## src/rtl/canv_layer_mix.sv

```systemverilog
// Canvas layer compositor: per-layer vram pixel extraction with runtime bpp,
// transparency and fixed priority, driving a single CLUT address.
module canv_layer_mix #(
  parameter int unsigned LAYERS   = 2,
  parameter int unsigned WORD     = 32,
  parameter int unsigned CIDXW    = 8,
  parameter int unsigned VRAM_LAT = 2,
  parameter int unsigned PIX_IDW  = 5,
  parameter int unsigned LIDW     = 2
) (
  input  logic                        clk_pix,
  input  logic                        rst_pix,
  input  logic                        frame_start,
  input  logic                        cfg_we,
  input  logic [LIDW-1:0]             cfg_layer,
  input  logic                        cfg_en,
  input  logic [1:0]                  cfg_bpp,
  input  logic                        cfg_trans_en,
  input  logic [CIDXW-1:0]            cfg_trans_idx,
  input  logic [LAYERS*PIX_IDW-1:0]   pix_id,
  input  logic [LAYERS-1:0]           paint_in,
  input  logic [LAYERS*WORD-1:0]      vram_dout,
  output logic [CIDXW-1:0]            clut_addr,
  output logic                        paint,
  output logic [LIDW-1:0]             layer_id
);

  typedef struct packed {
    logic             en;
    logic [1:0]       bpp;
    logic             trans_en;
    logic [CIDXW-1:0] trans_idx;
  } cfg_t;

  cfg_t shadow_q [LAYERS];
  cfg_t shadow_d [LAYERS];
  cfg_t active_q [LAYERS];
  cfg_t active_d [LAYERS];

  logic [LAYERS*PIX_IDW-1:0] pid_q [VRAM_LAT];
  logic [LAYERS-1:0]         pnt_q [VRAM_LAT];

  logic [CIDXW-1:0]  idx [LAYERS];
  logic [LAYERS-1:0] vis;

  logic [CIDXW-1:0] clut_addr_q, clut_addr_d;
  logic             paint_q, paint_d;
  logic [LIDW-1:0]  layer_id_q, layer_id_d;

  function automatic cfg_t cfg_rst(input int unsigned l);
    cfg_t c;
    c = '0;
    if (l == 0) begin
      c.en  = 1'b1;
      c.bpp = 2'd2;
    end
    return c;
  endfunction

  // A write in a frame_start cycle lands in shadow first, so the load sees it.
  always_comb begin
    cfg_t wr;
    wr = '{en: cfg_en, bpp: cfg_bpp, trans_en: cfg_trans_en, trans_idx: cfg_trans_idx};
    for (int unsigned l = 0; l < LAYERS; l++) begin
      shadow_d[l] = shadow_q[l];
      if (cfg_we && (cfg_layer == LIDW'(l))) shadow_d[l] = wr;
      active_d[l] = frame_start ? shadow_d[l] : active_q[l];
    end
  end

  always_comb begin
    for (int unsigned l = 0; l < LAYERS; l++) begin
      int unsigned      sh;
      logic [7:0]       raw;
      logic [7:0]       nmask;
      logic [PIX_IDW-1:0] pid;
      pid = pid_q[VRAM_LAT-1][l*PIX_IDW +: PIX_IDW];
      sh  = (32'(pid) & ((WORD >> active_q[l].bpp) - 1)) << active_q[l].bpp;
      raw = 8'(vram_dout[l*WORD +: WORD] >> sh);
      case (active_q[l].bpp)
        2'd0:    nmask = 8'h01;
        2'd1:    nmask = 8'h03;
        2'd2:    nmask = 8'h0F;
        default: nmask = 8'hFF;
      endcase
      idx[l] = CIDXW'(raw & nmask);
      vis[l] = active_q[l].en & pnt_q[VRAM_LAT-1][l] &
               ~(active_q[l].trans_en & (idx[l] == active_q[l].trans_idx));
    end
  end

  // First visible layer in ascending order wins; paint_d doubles as the found flag.
  always_comb begin
    clut_addr_d = '0;
    paint_d     = 1'b0;
    layer_id_d  = '0;
    for (int unsigned l = 0; l < LAYERS; l++) begin
      if (vis[l] && !paint_d) begin
        clut_addr_d = idx[l];
        paint_d     = 1'b1;
        layer_id_d  = LIDW'(l);
      end
    end
  end

  always_ff @(posedge clk_pix) begin
    if (rst_pix) begin
      for (int unsigned l = 0; l < LAYERS; l++) begin
        shadow_q[l] <= cfg_rst(l);
        active_q[l] <= cfg_rst(l);
      end
      for (int unsigned s = 0; s < VRAM_LAT; s++) begin
        pid_q[s] <= '0;
        pnt_q[s] <= '0;
      end
      clut_addr_q <= '0;
      paint_q     <= 1'b0;
      layer_id_q  <= '0;
    end else begin
      for (int unsigned l = 0; l < LAYERS; l++) begin
        shadow_q[l] <= shadow_d[l];
        active_q[l] <= active_d[l];
      end
      pid_q[0] <= pix_id;
      pnt_q[0] <= paint_in;
      for (int unsigned s = 1; s < VRAM_LAT; s++) begin
        pid_q[s] <= pid_q[s-1];
        pnt_q[s] <= pnt_q[s-1];
      end
      clut_addr_q <= clut_addr_d;
      paint_q     <= paint_d;
      layer_id_q  <= layer_id_d;
    end
  end

  assign clut_addr = clut_addr_q;
  assign paint     = paint_q;
  assign layer_id  = layer_id_q;

endmodule

```

## config.mk

```make
export PLATFORM = sky130hd
export DESIGN_NAME = canv_layer_mix
export DESIGN_NICKNAME = d
export VERILOG_FILES = /design/src/rtl/canv_layer_mix.sv
export SDC_FILE = /design/constraint.sdc
export NUM_CORES = 1
export LEC_CHECK = 0
export CORE_MARGIN = 3
export CORE_UTILIZATION = 35
export DETAILED_ROUTE_END_ITERATION = 7
export PLACE_DENSITY = 0.6
export SETUP_SLACK_MARGIN = 0.1
export SYNTH_ARGS = -nofsm -noshare
export SYNTH_HDL_FRONTEND = slang
export SYNTH_SLANG_ARGS = --single-unit
```

## constraint.sdc

```tcl
create_clock -name clk_pix -period 13.45 [get_ports clk_pix]
set_input_delay 2.0175 -clock clk_pix [delete_from_list [all_inputs] [get_ports clk_pix]]
set_output_delay 2.0175 -clock clk_pix [all_outputs]
set_load 0.02 [all_outputs]
```

==> flow_metrics.py, run 1 <==
metrics = {
    "critical_path": {
        "start_kind": "input port",
        "regToRegStartpoint": "active_q[0][10]$_SDFFE_PP1P_",
        "arrival_ns": 5.20,
        "critPathKind": "in -> reg",
        "cp_max_fo": 6,
        "reg2reg_depth": 12,
        "reg2reg_to": "clut_addr[1]$_SDFF_PP0_",
        "cp.required_ns": 13.66,
        "rrSetupSlack_ns": 8.49,
        "end_kind": "flop",
    },
    "clock_tree": {
        "clkLatencyLatePin_ns": 0.34,
        "postCtsSetupBuffers": 0,
        "clk_pin_slew_ns": 0.07,
        "cts_buffers": 9,
        "htreeDepth": 3,
        "cts_tree": "done",
        "cts.sinks": 82,
        "clock_path_buffers": 2,
        "cts_resized": 0,
        "cts_hold_buffers": 0,
        "cts_root_buf": "clkbuf_16",
    },
    "place": {
        "hpwlAfterDp_mm": 19.6,
        "place_congestion": 0.928,
        "dp_slack_ns": 8.14,
        "io_buffers": 103,
    },
    "cells_and_area": {
        "final_cell_mix": "clkdlybuf4s50_1 (102), nor2_1 (95), nand2_1 (90)",
        "n_antenna_cell": 0,
        "fill_cells": 2182,
        "nNetsFinal": 1146,
        "layout.cells.most_common": "clkdlybuf4s50_1",
        "utilization": 0.424,
        "drive_above_1_share": 0.0815,
        "synthToLayoutAreaGrowth_pct": 18.1,
    },
    "route": {
        "final_antenna_net_count": 0,
        "drc": 0,
        "routed_wirelength_mm": 26.7,
        "vias": 8213,
        "drt_iter0_markers": 817,
        "via_per_inst": 6.18,
        "avgRoutedWirePerCell_um": 20.1,
        "drtPass1Iterations": 5,
    },
    "floorplanning": {
        "die_h_um": 153,
        "io_pins": 105,
        "fp.coreArea_um2": 21200,
        "die_area_um2": 23500,
        "rows": 53,
        "initial_core_util": 0.359,
        "die_x_um": 153,
    },
    "logic_synthesis": {
        "synthFlopType": "dfxtp_1",
        "synth_async_sr_flop_share": 0,
        "ys_warn_count": 0,
        "syn_nets": 1105,
        "ys_seq_elements": 82,
        "ys_types": 88,
        "syn_inst": 1009,
        "synth_top_cell_by_area": "dfxtp_1",
        "synthTopCellsByArea": "dfxtp_1 (22%), mux2i_1 (10%), nor2_1 (4.7%), nand2_1 (4.4%), a21oi_1 (4.2%)",
        "netlist.area_leader.share": 0.216,
        "synth_edf_count": 0,
        "syn_area_per_cell_um2": 7.53,
        "netlist_area_um2": 7590,
        "ys_seq_area_frac": 0.216,
    },
    "global_route": {
        "grt.total_usage": 0.217,
        "grt_pass1_wl_mm": 42.2,
        "grt_pass1_vias": 7415,
        "gr-total-overflow": 0,
        "antenna_found_initial": 0,
        "grt_max_degree": 77,
    },
    "sta": {
        "fin_crit_ns": 4.99,
        "rsz0062_at_grt": "false",
        "final.setup.tns_ns": 0,
        "worst_slew_pin_slew_ns": 1.17,
        "fmax_ghz": 0.201,
        "fin_crit_sh": 0.371,
        "setup_slack_ns": 8.46,
        "setup_viol": 0,
        "report.final.hold_viol_count": 0,
        "final_max_slew_viol_count": 0,
        "slew_headroom": 0.223,
        "finClkSkew_ns": 0.00535,
    },
    "flow_run": {
        "maxCapViolCount": 0,
    },
    "min_path": {
        "hold_path_end": "pid_q[0][10]$_SDFF_PP0_",
        "holdPathStages": 1,
        "hold_path.class": "reg -> reg",
        "worstHoldStart": "pid_q[0][0]$_SDFF_PP0_",
    },
    "power": {
        "vdd_drop_max_mv": 0.0641,
        "leakagePower_nw": 3.08,
        "power.density_nw_per_um2": 81.3,
    },
    "outcome": {
        "outcome": "finished, final reports clean",
    },
}
[cell families (layout without fill, tap and decap cells)]
group                      Yosys count  after routing  share of synthesized area
adders and majority gates            2              2                    0.00329
muxes                              103            103                      0.142
xor gates and xnor gates             4              4                    0.00461
buffers and inverters              108            154                     0.0652
other                                1              1                   0.000494
AOI/OAI and AO/OA                  334            334                      0.314
DFF                                 82             82                      0.216
and+or+nand+nor                    375            375                      0.255
[sequential cells by signal (all words and copies together) (netlist names)]
signal,flops
layer_id,1
clut_addr,8
active_q,24
pid_q,20
shadow_q,24
paint,1
pnt_q,4
[critical path, stage by stage]
cell	delay, ns
clkdlybuf4s50_1	0.56
nand3b_1	0.10
a31o_2	0.26
a22oi_1	0.26
a211oi_1	0.13
nor4_2	0.39
o22ai_1	0.15
a2111o_1	0.45
or4_1	0.60
nand3_2	0.17
o32ai_1	0.11
[cell usage after synthesis (all sizes together) (20+ instances only)]
master / count
a211oi: 39
a21oi: 64
a32oi: 20
buf: 53
clkbuf: 36
dfxtp: 82
mux2: 22
mux2i: 80
nand2: 90
nand3: 32
nor2: 95
nor2b: 42
nor3: 28
o211ai: 21
o21ai: 41
o22ai: 30
[power breakdown]
part	internal [mW]	switching, mW	total [mW]
Sequential	0.253	0.00709	0.260
Combinational	0.0951	0.136	0.231
Clock	0.130	0.108	0.238
[how the worst max path moves through the flow]
stage	slack, ns	end	startpoint
after CTS	8.50	clut_addr[2]$_SDFF_PP0_	vram_dout[28]
after global placement	8.18	clut_addr[5]$_SDFF_PP0_	vram_dout[28]
after global routing	8.12	clut_addr[1]$_SDFF_PP0_	active_q[0][22]$_SDFFE_PP0P_
after floorplan	9.00	clut_addr[0]$_SDFF_PP0_	active_q[0][22]$_SDFFE_PP0P_
final	8.46	clut_addr[1]$_SDFF_PP0_	vram_dout[28]
after detailed placement	8.14	clut_addr[2]$_SDFF_PP0_	vram_dout[28]
[layer usage]
layer / global-route usage / share of wire / vias up / routed length, um
met5: 0 / 0 / - / 0
met4: 0.0619 / 0.022 / 0 / 598
met2: 0.323 / 0.44 / 373 / 11700
li1: - / - / 3924 / -
met3: 0.0368 / 0.078 / 48 / 2090
met1: 0.320 / 0.46 / 3868 / 12400
[per-stage QoR]
stage               hold slack [ns]  instances  power [mW]  area, um^2
floorplan                     0.414       1009       0.410        7590
global placement              0.418       1314       0.492        8680
detailed placement            0.420       1314       0.491        8680
CTS                           0.436       1330       0.730        8970
global route                  0.445       1330       0.767        8970
finish                        0.433       1330       0.730        8970
[cell type report]
type	count	area, um^2	share of cell area
repair buffers	119	1150	0.128
clock inverters	7	68.8	0.00767
inverters	19	71.3	0.00795
clock buffers	9	225	0.0251
flip-flops and latches	82	1640	0.183
multi-input cells	819	5470	0.610
well taps	275	344	0.0384
Note: power is estimated with default switching activity, not from simulation.
==> run 2, diff against run 1 <==
==> constraint.sdc (replaced) <==
create_clock -name clk_pix -period 4.9 [get_ports clk_pix]
set_input_delay 0.735 -clock clk_pix [delete_from_list [all_inputs] [get_ports clk_pix]]
set_output_delay 0.735 -clock clk_pix [all_outputs]
set_load 0.02 [all_outputs]
==> run 2 against run 1 <==
Power grew to 2.8 times the previous value. Critical path depth up 1. Combinational power grew to 2.7 times the previous value. Clock-buffer cell count did not move. Utilization increased by 0.49 points. First-iteration DRC count shrank 0.49%. Sequential share of layout area down 0.21 points. Register-to-register slack got worse by 7.9 ns.
==> flow_metrics.py, run 2 (synthesized netlist as in run 1, its figures left out) <==
metrics = {
    "clock_tree": {
        "clkLatencyLatePin_ns": 0.34,
        "cts_buffers": 9,
        "postCtsSetupBuffers": 0,
        "cts_root_buf": "clkbuf_16",
        "clock_path_buffers": 2,
        "cts_hold_buffers": 0,
        "cts_tree": "done",
        "cts.sinks": 82,
        "cts_resized": 0,
        "clk_pin_slew_ns": 0.07,
        "htreeDepth": 3,
    },
    "floorplanning": {
        "rows": 53,
        "io_pins": 105,
        "die_h_um": 153,
        "initial_core_util": 0.359,
        "fp.coreArea_um2": 21200,
        "die_x_um": 153,
        "die_area_um2": 23500,
    },
    "route": {
        "vias": 8249,
        "drc": 0,
        "drt_iter0_markers": 813,
        "avgRoutedWirePerCell_um": 19.8,
        "final_antenna_net_count": 0,
        "drtPass1Iterations": 5,
        "via_per_inst": 6.15,
        "routed_wirelength_mm": 26.5,
    },
    "sta": {
        "final.setup.tns_ns": 0,
        "slew_headroom": 0.406,
        "fin_crit_sh": 0.878,
        "setup_viol": 0,
        "rsz0062_at_grt": "false",
        "fmax_ghz": 0.232,
        "finClkSkew_ns": 0.00787,
        "worst_slew_pin_slew_ns": 0.889,
        "fin_crit_ns": 4.30,
        "report.final.hold_viol_count": 0,
        "final_max_slew_viol_count": 0,
    },
    "cells_and_area": {
        "top_regs": "active_q: 24 flops, shadow_q: 24 flops, pid_q: 20 flops",
        "n_antenna_cell": 0,
        "layout.cells.most_common": "clkdlybuf4s50_1",
        "utilization": 0.429,
        "fill_cells": 2163,
        "nNetsFinal": 1157,
        "final_cell_mix": "clkdlybuf4s50_1 (102), nor2_1 (95), nand2_1 (90)",
        "drive_above_1_share": 0.0901,
        "synthToLayoutAreaGrowth_pct": 19.5,
    },
    "critical_path": {
        "slowest_stage": "o311ai_0",
        "cp_max_fo": 33,
        "start_kind": "flop",
        "max_stage_delay_ns": 0.66,
        "cp_cell_sequence": "buf_4, nand2_1, ha_1, nor2b_1, mux4_2, nand2b_4, o311ai_0, nor3_1, a2111o_1, or4_1, nand3_2, o32ai_1",
        "arrival_ns": 4.51,
        "reg2reg_depth": 12,
        "reg2reg_to": "clut_addr[2]$_SDFF_PP0_",
        "critPathKind": "reg -> reg",
        "critPathLaunch": "active_q[0][10]$_SDFFE_PP1P_",
        "worst-path-buf-inv": 1,
        "critical_path.top_delay_family": "simple AND/OR/NAND/NOR gates",
        "rrSetupSlack_ns": 0.60,
        "regToRegStartpoint": "active_q[0][10]$_SDFFE_PP1P_",
        "end_kind": "flop",
        "cp.required_ns": 5.11,
    },
    "global_route": {
        "gr-total-overflow": 0,
        "grt.total_usage": 0.214,
        "grt_max_degree": 52,
        "grt_pass1_vias": 7463,
        "antenna_found_initial": 0,
        "grt_pass1_wl_mm": 41.8,
    },
    "place": {
        "io_buffers": 103,
        "place_congestion": 0.958,
        "hpwlAfterDp_mm": 20.0,
    },
    "power": {
        "vdd_drop_max_mv": 0.187,
        "power.density_nw_per_um2": 222,
        "leakagePower_nw": 3.15,
    },
    "flow_run": {
        "maxCapViolCount": 0,
    },
    "outcome": {
        "outcome": "finished, final reports clean",
    },
    "min_path": {
        "hold_path.class": "reg -> reg",
        "worstHoldStart": "pid_q[0][3]$_SDFF_PP0_",
        "hold_path_end": "pid_q[0][13]$_SDFF_PP0_",
        "holdPathStages": 1,
    },
}
## run 2: cell count changes in the layout (fill, tap and decap cells not counted), moves of 2 or more
| cell | delta |
|---|---|
| buf_4 | +10 |
| clkinv_4 | +2 |
| clkinvlp_4 | -2 |
| inv_6 | -2 |
## run 2: final cells by class
cell class | instances | area, um^2 | area share
clock buffers | 9 | 225 | 0.0248
clock inverters | 7 | 81.3 | 0.00896
inverters | 19 | 71.3 | 0.00786
multi-input cells | 819 | 5470 | 0.602
flip-flops and latches | 82 | 1640 | 0.181
well taps | 275 | 344 | 0.0379
repair buffers | 130 | 1240 | 0.137
## run 2: worst max path at each step
stage                         endpoint  depth (start not counted)
2_1_floorplan  clut_addr[0]$_SDFF_PP0_                         20
3_3_place_gp   clut_addr[0]$_SDFF_PP0_                         11
3_5_place_dp   clut_addr[6]$_SDFF_PP0_                         13
4_1_cts        clut_addr[6]$_SDFF_PP0_                         13
5_1_grt        clut_addr[6]$_SDFF_PP0_                         13
6_report       clut_addr[2]$_SDFF_PP0_                         12
## run 2: routing by layer
metal	global-route usage	share of wire	wire length [um]
met1	0.314	0.46	12200
met4	0.0513	0.018	471
met2	0.324	0.44	11700
met3	0.0411	0.082	2190
met5	0	0	0
## run 2: worst reg2reg max path: cells and delay by family (launching register included)
family	cells	cell delay, ns
AND/OR/NAND/NOR	6	1.33
AO/OA/AOI/OAI	3	1.20
multiplexers	1	0.62
adder cells (fa/ha/maj)	1	0.38
buffers and inverters	1	0.33
flip-flops	1	0.32
## run 2: report_power, final
part | total, mW | internal [mW] | leakage, nW | switching (mW)
Sequential | 0.718 | 0.695 | 0.672 | 0.0232
Clock | 0.665 | 0.362 | 0.150 | 0.302
Combinational | 0.635 | 0.266 | 2.33 | 0.369
## run 2: stage by stage
step / area (um^2) / hold slack (ns) / power (mW) / setup WS, ns / std cells
floorplan: 7590 / 0.414 / 1.13 / 0.452 / 1009
finish: 9070 / 0.434 / 2.02 / 0.598 / 1341
CTS: 9070 / 0.437 / 2.02 / 0.630 / 1341
global route: 9070 / 0.449 / 2.12 / 0.341 / 1341
detailed placement: 8770 / 0.421 / 1.35 / 0.677 / 1325
global placement: 8770 / 0.415 / 1.36 / 0.697 / 1325
